[config.mk]
export PLATFORM = sky130hd
export DESIGN_NAME = pipe_hazard_ctrl
export DESIGN_NICKNAME = d
export VERILOG_FILES = /design/src/rtl/pipe_hazard_ctrl.sv
export SDC_FILE = /design/constraint.sdc
export NUM_CORES = 1
export LEC_CHECK = 0
export CAP_MARGIN = 0
export CORE_MARGIN = 2
export CORE_UTILIZATION = 44
export DETAILED_ROUTE_END_ITERATION = 16
export GPL_TIMING_DRIVEN = 0
export HOLD_SLACK_MARGIN = 0.02
export PLACE_DENSITY = 0.9
export SLEW_MARGIN = 20
export SYNTH_ARGS = -nofsm -noshare
export SYNTH_HDL_FRONTEND = slang
export SYNTH_SLANG_ARGS = --single-unit
[constraint.sdc]
create_clock -name clk -period 3.7 [get_ports clk]
set_input_delay 1.11 -clock clk [delete_from_list [all_inputs] [get_ports clk]]
set_output_delay 1.11 -clock clk [all_outputs]
set_load 0.01 [all_outputs]
[src/rtl/pipe_hazard_ctrl.sv]
// pipe_hazard_ctrl: stall/flush/forwarding control for the 5-stage pipeline
module pipe_hazard_ctrl #(
    parameter int WAIT_LIMIT = 15
) (
    input  logic        clk,
    input  logic        rst,
    input  logic [4:0]  ID_rs,
    input  logic [4:0]  ID_rt,
    input  logic [4:0]  EX_rs,
    input  logic [4:0]  EX_rt,
    input  logic        EX_MemRead,
    input  logic        EX_branchTaken,
    input  logic        MEM_MemRead,
    input  logic        MEM_MemWrite,
    input  logic        MEM_RegWrite,
    input  logic [4:0]  MEM_dst,
    input  logic        WB_RegWrite,
    input  logic [4:0]  WB_dst,
    input  logic        dm_ready,
    output logic        dm_req,
    output logic        PC_en,
    output logic        IF_ID_en,
    output logic        IF_ID_clear,
    output logic        ID_EX_en,
    output logic        ID_EX_clear,
    output logic        EX_MEM_en,
    output logic        MEM_WB_clear,
    output logic [1:0]  fwdA,
    output logic [1:0]  fwdB,
    output logic        mem_err,
    output logic [15:0] stall_cnt
);
    typedef enum logic {S_RUN, S_WAIT} state_t;

    state_t     state, state_nx;
    logic [7:0] wcnt, wcnt_nx;
    logic       mem_op, mem_stall, load_use, timeout, err_set;

    assign mem_op   = MEM_MemRead | MEM_MemWrite;
    assign timeout  = wcnt == 8'(WAIT_LIMIT);
    assign load_use = EX_MemRead && EX_rt != 5'd0 && (EX_rt == ID_rs || EX_rt == ID_rt);

    function automatic logic [1:0] fwd_sel(input logic [4:0] src, input logic mw, input logic [4:0] md,
                                           input logic ww, input logic [4:0] wd);
        return (mw && md != 5'd0 && md == src) ? 2'b10 :
               (ww && wd != 5'd0 && wd == src) ? 2'b01 : 2'b00;
    endfunction

    // state, wait counter, sticky error and saturating stall counter
    always_ff @(posedge clk) begin
        if (rst) begin
            state     <= S_RUN;
            wcnt      <= 8'd0;
            mem_err   <= 1'b0;
            stall_cnt <= 16'd0;
        end else begin
            state     <= state_nx;
            wcnt      <= wcnt_nx;
            mem_err   <= mem_err | err_set;
            stall_cnt <= (!PC_en && stall_cnt != 16'hFFFF) ? stall_cnt + 16'd1 : stall_cnt;
        end
    end

    // memory-access sequencing: request once in RUN, then wait for ready or give up at the limit
    always_comb begin
        state_nx  = state;
        wcnt_nx   = wcnt;
        dm_req    = 1'b0;
        mem_stall = 1'b0;
        err_set   = 1'b0;
        if (state == S_RUN) begin
            dm_req = mem_op;
            if (mem_op && !dm_ready) begin
                mem_stall = 1'b1;
                state_nx  = S_WAIT;
                wcnt_nx   = 8'd1;
            end
        end else if (dm_ready) begin
            state_nx = S_RUN;
            wcnt_nx  = 8'd0;
        end else if (timeout) begin
            err_set  = 1'b1;
            state_nx = S_RUN;
            wcnt_nx  = 8'd0;
        end else begin
            mem_stall = 1'b1;
            wcnt_nx   = wcnt + 8'd1;
        end
    end

    // pipeline register controls; a memory stall freezes everything so a taken branch waits in EX
    always_comb begin
        PC_en        = !(mem_stall || (!EX_branchTaken && load_use));
        IF_ID_en     = PC_en;
        ID_EX_en     = !mem_stall;
        EX_MEM_en    = !mem_stall;
        MEM_WB_clear = mem_stall;
        IF_ID_clear  = !mem_stall && EX_branchTaken;
        ID_EX_clear  = !mem_stall && (EX_branchTaken || load_use);
        fwdA         = fwd_sel(EX_rs, MEM_RegWrite, MEM_dst, WB_RegWrite, WB_dst);
        fwdB         = fwd_sel(EX_rt, MEM_RegWrite, MEM_dst, WB_RegWrite, WB_dst);
    end
endmodule

==> metrics.log, run 1 <==
[metrics] leading cell type in the layout, fill and taps excluded: sky130_fd_sc_hd__clkdlybuf4s50_1
[metrics] timing startpoint of the critical path: ID_rt[1]
[metrics] overall die height: 67.2 µm
[metrics] GRT Resource Usage Total: 23.2%
[metrics] summed instance area of the synthesized netlist: 1760 µm²
[metrics] max-cap violations: 0
[metrics] critical register-to-register path startpoint: wcnt[0]
[metrics] post-synthesis average cell area: 8.02 µm²
[metrics] layout overhead on the synthesized area: 45.0%
[metrics] cells on worst reg2reg path: 9
[metrics] Hold Slack: 488 ps
[metrics] Die X: 67.2 µm
[metrics] crit path DAT: 2520 ps
[metrics] standard-cell rows: 22
[metrics] synthesized flop and latch total: 26
[metrics] number of H-tree branching levels: 1
[metrics] residual antenna-violating net count after detailed routing: 0
[metrics] leakage component of the power: 0.000996 µW
[metrics] final slew viol count: 0
[metrics] critical-path maximum fanout: 5
[metrics] post-synthesis share of cell area spent on xor and xnor gates: 15.0%
[metrics] Synth Area in Compound Gates: 18.2%
[metrics] wire length of the first global-routing pass: 8.21 mm
[metrics] DRC violations left: 0
[metrics] number of flops mapped to enable cells by yosys: 0
[metrics] area of the die: 4510 µm²
[metrics] worst voltage drop across the vdd grid: 0.000159 V
[metrics] startpoint type of the worst setup path: input port
[metrics] fraction of the cycle the final worst path needs: 98.1%
[metrics] number of vias per cell after detailed routing: 5.82
[metrics] cell at the root of the clock tree: sky130_fd_sc_hd__clkbuf_8
[metrics] Slew @ Worst Pin: 481 ps
[metrics] CTS tree: done
[metrics] share of layout cells above drive strength 1: 14.0%
[metrics] worst slack, placed: -1130 ps
[metrics] cell count after synthesis: 219
[metrics] Max Buffers Root-to-Sink: 2
[metrics] vias in the first global route: 1868
[metrics] CP Capture Point: IF_ID_en
[metrics] initial standard-cell utilization of the core: 46.9%
[metrics] area of the multi-input gates: 1220 µm²
[metrics] number of buffers inserted for hold repair after clock tree synthesis: 0
[metrics] classification of the worst setup path: input port to primary output
[metrics] async set-or-reset flop fraction in the synthesized netlist: 0%
[metrics] area taken by flip-flops and latches: 520 µm²
[metrics] FF-to-FF End: stall_cnt[14]
[metrics] final net count: 327
[metrics] commonest non-fill, non-tap cells in the layout: 32 x sky130_fd_sc_hd__clkdlybuf4s50_1, 26 x sky130_fd_sc_hd__dfxtp_1, 24 x sky130_fd_sc_hd__nor2_1, 23 x sky130_fd_sc_hd__xor2_1, 16 x sky130_fd_sc_hd__a21oi_1
[metrics] post-detail-place hpwl: 3.81 mm
[metrics] mux cell area share after synthesis: 1.28%
[metrics] result of the run: complete, no violations
[metrics] vias: 1937
[metrics] post-layout util: 68.0%
[metrics] final worst setup slack: 71.9 ps
[metrics] Synth Warn #: 0
[metrics] TritonCTS buffer count: 3
[metrics] routability congestion estimate from global placement: 0.798
[metrics] Final Critical Period: 3630 ps
[metrics] filler-free cell count of the finished design: 333
[metrics] Final Setup Violations: 0
[metrics] pin count of the biggest net entering global routing: 15
[metrics] crit path capture type: primary output
[metrics] Fillers: 321
[metrics] CTS sink cnt: 26
[metrics] I/O Pins: 68
[metrics] setup slack on the worst flop-to-flop path: 1200 ps
[metrics] Placed Cells: 328
[metrics] buffers added on ports: 61
[metrics] simple-gate share of the synthesized area: 28.9%
[metrics] post-synth cell types: 45
[metrics] initial detailed-routing violation count: 113
[metrics] power per unit of standard cell area: 250 nW/µm²
[metrics] post-DR wirelength/cell: 15.4 µm
[metrics] number of antenna cells inserted: 0
[metrics] sequential area share after synthesis: 29.6%
[metrics] net count of the mapped netlist: 260
[metrics] sum of routed wire length over all layers: 5.13 mm
[metrics] clk slew on worst S/H paths: 90 ps
[metrics] number of antenna violations at the first check in global routing: 0
[metrics] later-pin clock latency in the skew report: 270 ps
[metrics] Max Fclk: 276 MHz
[metrics] worst-case clock skew: 1.47 ps
[metrics] iteration count of the initial detailed-routing pass: 4
[metrics] placeable core region: 3740 µm²
[metrics] Adder-Cell Fraction of Synth Area: 1.42%
[metrics] CP required: 2590 ps
[metrics] Fin. Hold Viols: 0
[metrics] worst max-slew margin expressed relative to the limit: 68.0%
[metrics] dominant combinational cell family by area after synthesis: simple AND/OR/NAND/NOR gates
[metrics] total global routing overflow: 0
[metrics] Top FF cell, synth: sky130_fd_sc_hd__dfxtp_1
[metrics] type of the tightest min-delay check: register to register
[metrics] setup TNS: 0 ps
==> flip-flops by register name, summed over array words and instances, names as in the netlist <==
name       cells
mem_err        1
wcnt           8
stall_cnt     16
state          1
==> synth_stat cells (2+ instances only) <==
library cell | n | area (µm²)
sky130_fd_sc_hd__a21oi_1 | 16 | 80.1
sky130_fd_sc_hd__a22oi_1 | 2 | 15.0
sky130_fd_sc_hd__a31oi_1 | 2 | 12.5
sky130_fd_sc_hd__and2_1 | 2 | 12.5
sky130_fd_sc_hd__and3_1 | 5 | 31.3
sky130_fd_sc_hd__and4_1 | 2 | 17.5
sky130_fd_sc_hd__buf_2 | 7 | 35.0
sky130_fd_sc_hd__buf_4 | 3 | 22.5
sky130_fd_sc_hd__clkbuf_1 | 3 | 11.3
sky130_fd_sc_hd__dfxtp_1 | 26 | 521
sky130_fd_sc_hd__ha_1 | 2 | 25.0
sky130_fd_sc_hd__inv_1 | 4 | 15.0
sky130_fd_sc_hd__mux2_1 | 2 | 22.5
sky130_fd_sc_hd__nand2_1 | 9 | 33.8
sky130_fd_sc_hd__nand3_1 | 12 | 60.1
sky130_fd_sc_hd__nor2_1 | 25 | 93.8
sky130_fd_sc_hd__nor2b_1 | 4 | 25.0
sky130_fd_sc_hd__nor3_2 | 2 | 20.0
sky130_fd_sc_hd__nor4_1 | 5 | 31.3
sky130_fd_sc_hd__o21ai_0 | 8 | 40.0
sky130_fd_sc_hd__o21ai_1 | 3 | 15.0
sky130_fd_sc_hd__o311ai_1 | 2 | 17.5
sky130_fd_sc_hd__o31a_1 | 2 | 17.5
sky130_fd_sc_hd__o31ai_1 | 7 | 52.6
sky130_fd_sc_hd__o41ai_1 | 3 | 26.3
sky130_fd_sc_hd__or3_1 | 3 | 18.8
sky130_fd_sc_hd__or4_1 | 12 | 90.1
sky130_fd_sc_hd__xnor2_1 | 6 | 52.6
sky130_fd_sc_hd__xor2_1 | 24 | 210
==> cell type report <==
type	instances	area share, %
multi-input cells	174	47.7
repair buffers	65	24.2
flip-flops and latches	26	20.4
plain buffers	12	2.50
well taps	48	2.36
clock buffers	4	2.16
inverters	4	0.589
==> power breakdown <==
group          internal (µW)  switching, µW
sequential               284           5.19
clock                   95.0           89.5
combinational           81.5           83.0
==> cells by family (layout without fill, tap and decap cells) <==
kind of cell | Yosys count | in the layout
xor gates and xnor gates | 30 | 30
buffers and inverters | 19 | 85
AOI/OAI and AO/OA | 50 | 50
adders and majority gates | 2 | 2
and+or+nand+nor | 90 | 90
muxes | 2 | 2
DFF | 26 | 26
==> stage by stage <==
step	total power, µW	instance area, µm²
floorplan	374	1760
global placement	451	2430
detailed placement	456	2430
CTS	637	2510
global route	665	2550
finish	638	2550
==> worst max-delay path, stage by stage <==
cell and delay (ps):
sky130_fd_sc_hd__clkdlybuf4s50_1 480, sky130_fd_sc_hd__xor2_1 190, sky130_fd_sc_hd__nor2_1 80, sky130_fd_sc_hd__a22oi_2 180, sky130_fd_sc_hd__o31a_1 290, sky130_fd_sc_hd__buf_2 180
==> per-layer routing <==
metal / global-route usage, % / share of wire (%) / vias up
met2: 42.1 / 51 / 101
met5: 0 / 0 / -
li1: - / - / 931
met3: 4.17 / 8.9 / 4
met4: 7.14 / 0.97 / 0
met1: 27.6 / 39 / 901
==> how the worst min path moves through the flow <==
| stage | from | slack (ps) | end | cells after the start |
|---|---|---|---|---|
| 2_1_floorplan | wcnt[2] | 460 | wcnt[2] | 2 |
| 3_3_place_gp | mem_err | 460 | mem_err | 2 |
| 3_5_place_dp | mem_err | 470 | mem_err | 2 |
| 4_1_cts | mem_err | 490 | mem_err | 2 |
| 5_1_grt | stall_cnt[15] | 540 | stall_cnt[15] | 2 |
| 6_report | mem_err | 490 | mem_err | 2 |
==> repair_timing <==
item	CTS	global route
setup endpoints to repair	11	8
resized for setup	47	25
gates cloned	1	0
buffers inserted	3	0
pin swaps	8	13
(Power assumes the default switching activity.)
==> run 2: changes to the inputs <==
--- a/config.mk
+++ b/config.mk
@@ -12,7 +12,6 @@
 export GPL_TIMING_DRIVEN = 0
 export HOLD_SLACK_MARGIN = 0.02
 export PLACE_DENSITY = 0.9
-export SLEW_MARGIN = 20
 export SYNTH_ARGS = -nofsm -noshare
 export SYNTH_HDL_FRONTEND = slang
 export SYNTH_SLANG_ARGS = --single-unit
==> results of run 2 <==
The final DEF is identical to that of run 1; final timing and power are the same.
==> run 3: changes to the inputs <==
--- a/config.mk
+++ b/config.mk
@@ -6,12 +6,13 @@
 export NUM_CORES = 1
 export LEC_CHECK = 0
 export CAP_MARGIN = 0
-export CORE_MARGIN = 2
+export CORE_MARGIN = 5
 export CORE_UTILIZATION = 44
 export DETAILED_ROUTE_END_ITERATION = 16
 export GPL_TIMING_DRIVEN = 0
 export HOLD_SLACK_MARGIN = 0.02
 export PLACE_DENSITY = 0.9
+export RECOVER_POWER = 50
 export SYNTH_ARGS = -nofsm -noshare
 export SYNTH_HDL_FRONTEND = slang
 export SYNTH_SLANG_ARGS = --single-unit
==> run 3 against run 2 <==
  * Utilization shrank 1.8 points
  * Via count grew 2.6%
  * Count of clock-buffer cells in the layout shrank 1
  * Sequential cell count is the same
  * Cell area grew 2.5%
  * Clock power grew 26%
  * Routed wire length grew 14%
  * Critical path depth grew 1
  * Combinational power grew 6%
  * Largest cell class unchanged
==> metrics.log, run 3 (synthesis gave the netlist of run 1 again) <==
[metrics] result of the run: complete, no violations
[metrics] worst-case clock skew: 8.89 ps
[metrics] final slew viol count: 0
[metrics] final total power: 697 µW
[metrics] Fin. Hold Viols: 0
[metrics] later-pin clock latency in the skew report: 270 ps
[metrics] I/O Pins: 68
[metrics] initial standard-cell utilization of the core: 44.6%
[metrics] post-layout util: 66.2%
[metrics] Slew @ Worst Pin: 540 ps
[metrics] Buffers & Inverters on Critical Path: 3
[metrics] sum of routed wire length over all layers: 5.84 mm
[metrics] number of vias per cell after detailed routing: 5.83
[metrics] wire length of the first global-routing pass: 8.75 mm
[metrics] routability congestion estimate from global placement: 0.854
[metrics] cells on worst reg2reg path: 10
[metrics] Max Fclk: 273 MHz
[metrics] Max Buffers Root-to-Sink: 2
[metrics] CTS tree: done
[metrics] register bank with the most flops: stall_cnt
[metrics] share of layout cells above drive strength 1: 15.9%
[metrics] crit-path max cell delay: 410 ps
[metrics] number of antenna violations at the first check in global routing: 1
[metrics] largest registers ranked by flip-flop count: stall_cnt x16, wcnt x8
[metrics] total global routing overflow: 0
[metrics] layout overhead on the synthesized area: 48.6%
[metrics] critical-path maximum fanout: 3
[metrics] classification of the worst setup path: input port to primary output
[metrics] total stage count of the critical path: 7
[metrics] iteration count of the initial detailed-routing pass: 7
[metrics] crit path DAT: 2560 ps
[metrics] fraction of the cycle the final worst path needs: 99.1%
[metrics] leakage component of the power: 0.00107 µW
[metrics] initial detailed-routing violation count: 211
[metrics] area of the die: 5360 µm²
[metrics] number of buffers inserted for hold repair after clock tree synthesis: 0
[metrics] cell at the root of the clock tree: sky130_fd_sc_hd__clkbuf_8
[metrics] CP Cell Sequence: clkdlybuf4s50_1, xor2_1, nor3_2, a22oi_2, o31a_1, buf_4, buf_4
[metrics] crit-path most repeated cell: sky130_fd_sc_hd__buf_4
[metrics] Final Setup Violations: 0
[metrics] timing startpoint of the critical path: ID_rt[4]
[metrics] setup TNS: 0 ps
[metrics] Die X: 73.2 µm
[metrics] post-detail-place hpwl: 3.85 mm
[metrics] worst voltage drop across the vdd grid: 0.000186 V
[metrics] worst max-slew margin expressed relative to the limit: 63.5%
[metrics] max-cap violations: 0
[metrics] number of H-tree branching levels: 1
[metrics] commonest non-fill, non-tap cells in the layout: 26 x sky130_fd_sc_hd__dfxtp_1, 25 x sky130_fd_sc_hd__nor2_1, 22 x sky130_fd_sc_hd__xor2_1, 16 x sky130_fd_sc_hd__a21oi_1, 16 x sky130_fd_sc_hd__clkdlybuf4s50_1
[metrics] buffers added on ports: 61
[metrics] vias: 1988
[metrics] type of the tightest min-delay check: register to register
[metrics] GRT Resource Usage Total: 20.6%
[metrics] placeable core region: 3940 µm²
[metrics] power per unit of standard cell area: 267 nW/µm²
[metrics] pin count of the biggest net entering global routing: 16
[metrics] setup slack on the worst flop-to-flop path: 970 ps
[metrics] final net count: 332
[metrics] Fillers: 293
[metrics] leading cell type in the layout, fill and taps excluded: sky130_fd_sc_hd__dfxtp_1
[metrics] crit path capture type: primary output
[metrics] DRC violations left: 0
[metrics] residual antenna-violating net count after detailed routing: 0
[metrics] critical register-to-register path startpoint: wcnt[0]
[metrics] CP Capture Point: PC_en
[metrics] CP required: 2590 ps
[metrics] Top Family by Delay on Critical Path: buffers and inverters
[metrics] Max stage delay cell, worst path: sky130_fd_sc_hd__clkdlybuf4s50_1
[metrics] post-DR wirelength/cell: 17.1 µm
[metrics] overall die height: 73.2 µm
[metrics] unrepaired setup endpoints after global routing: yes
[metrics] max reg flops: 16
[metrics] FF-to-FF End: stall_cnt[6]
[metrics] CTS sink cnt: 26
[metrics] TritonCTS buffer count: 3
[metrics] number of cells on the worst hold path: 2
[metrics] standard-cell rows: 23
[metrics] Final Critical Period: 3670 ps
[metrics] vias in the first global route: 1887
[metrics] clk slew on worst S/H paths: 90 ps
[metrics] startpoint type of the worst setup path: input port
## run 3: cell count changes in the layout (fill, tap and decap cells not counted), sizes merged, moves of 2 or more
cell / before / now
buf: 17 / 22
clkbuf: 10 / 12
clkdlybuf4s15: 5 / 1
clkdlybuf4s50: 32 / 16
dlygate4sd2: 9 / 13
dlygate4sd3: 0 / 15
dlymetal6s2s: 8 / 6
## run 3: per-stage QoR
stage	setup WS (ps)	hold slack, ps	instance area, µm²	instances
after global placement	-1050	455	2430	330
after CTS	-58.8	487	2560	338
after detailed placement	-1050	466	2430	330
final	32.1	472	2610	341
after global routing	-47.9	528	2610	341
after floorplan	78.7	462	1760	219
## run 3: final cells by class
class / count / area, µm² / share of cell area [%]
Multi-Input combinational cell: 174 / 1230 / 47.1
Timing Repair Buffer: 69 / 637 / 24.4
Sequential cell: 26 / 520 / 19.9
Buffer: 13 / 71.3 / 2.73
Tap cell: 50 / 62.6 / 2.40
Clock buffer: 3 / 41.3 / 1.58
Clock inverter: 1 / 30.0 / 1.15
Inverter: 4 / 15.0 / 0.575
Antenna cell: 1 / 2.50 / 0.0959
## run 3: tightest hold or removal path: stages (launching register included)
cell	delay (ps)
sky130_fd_sc_hd__dfxtp_1	340
sky130_fd_sc_hd__a31oi_1	40
sky130_fd_sc_hd__nor2_1	70
## run 3: where the power goes
| part | switching [µW] | internal, µW |
|---|---|---|
| combinational | 89.2 | 85.0 |
| clock | 89.6 | 145 |
| sequential | 4.83 | 284 |
| total | 184 | 514 |
## run 3: repair_timing
action                     CTS  global route
setup endpoints to repair   11             7
gates cloned                 1             0
pin swaps                    9            10
gates resized for setup     54            29
setup buffers                4             3
## run 3: routing by layer
layer / share of wire, % / track usage, % / vias up
met1: 38 / 23.7 / 911
met4: 3.8 / 11.5 / 0
met3: 7.8 / 5.65 / 21
met5: 0 / 0 / -
met2: 50 / 34.1 / 112
li1: - / - / 944
## run 3: how the worst min path moves through the flow
stage,from,to,slack [ps]
after floorplan,wcnt[2],wcnt[2],460
after global placement,mem_err,mem_err,450
after detailed placement,mem_err,mem_err,470
after CTS,mem_err,mem_err,490
after global routing,mem_err,mem_err,530
final,mem_err,mem_err,470
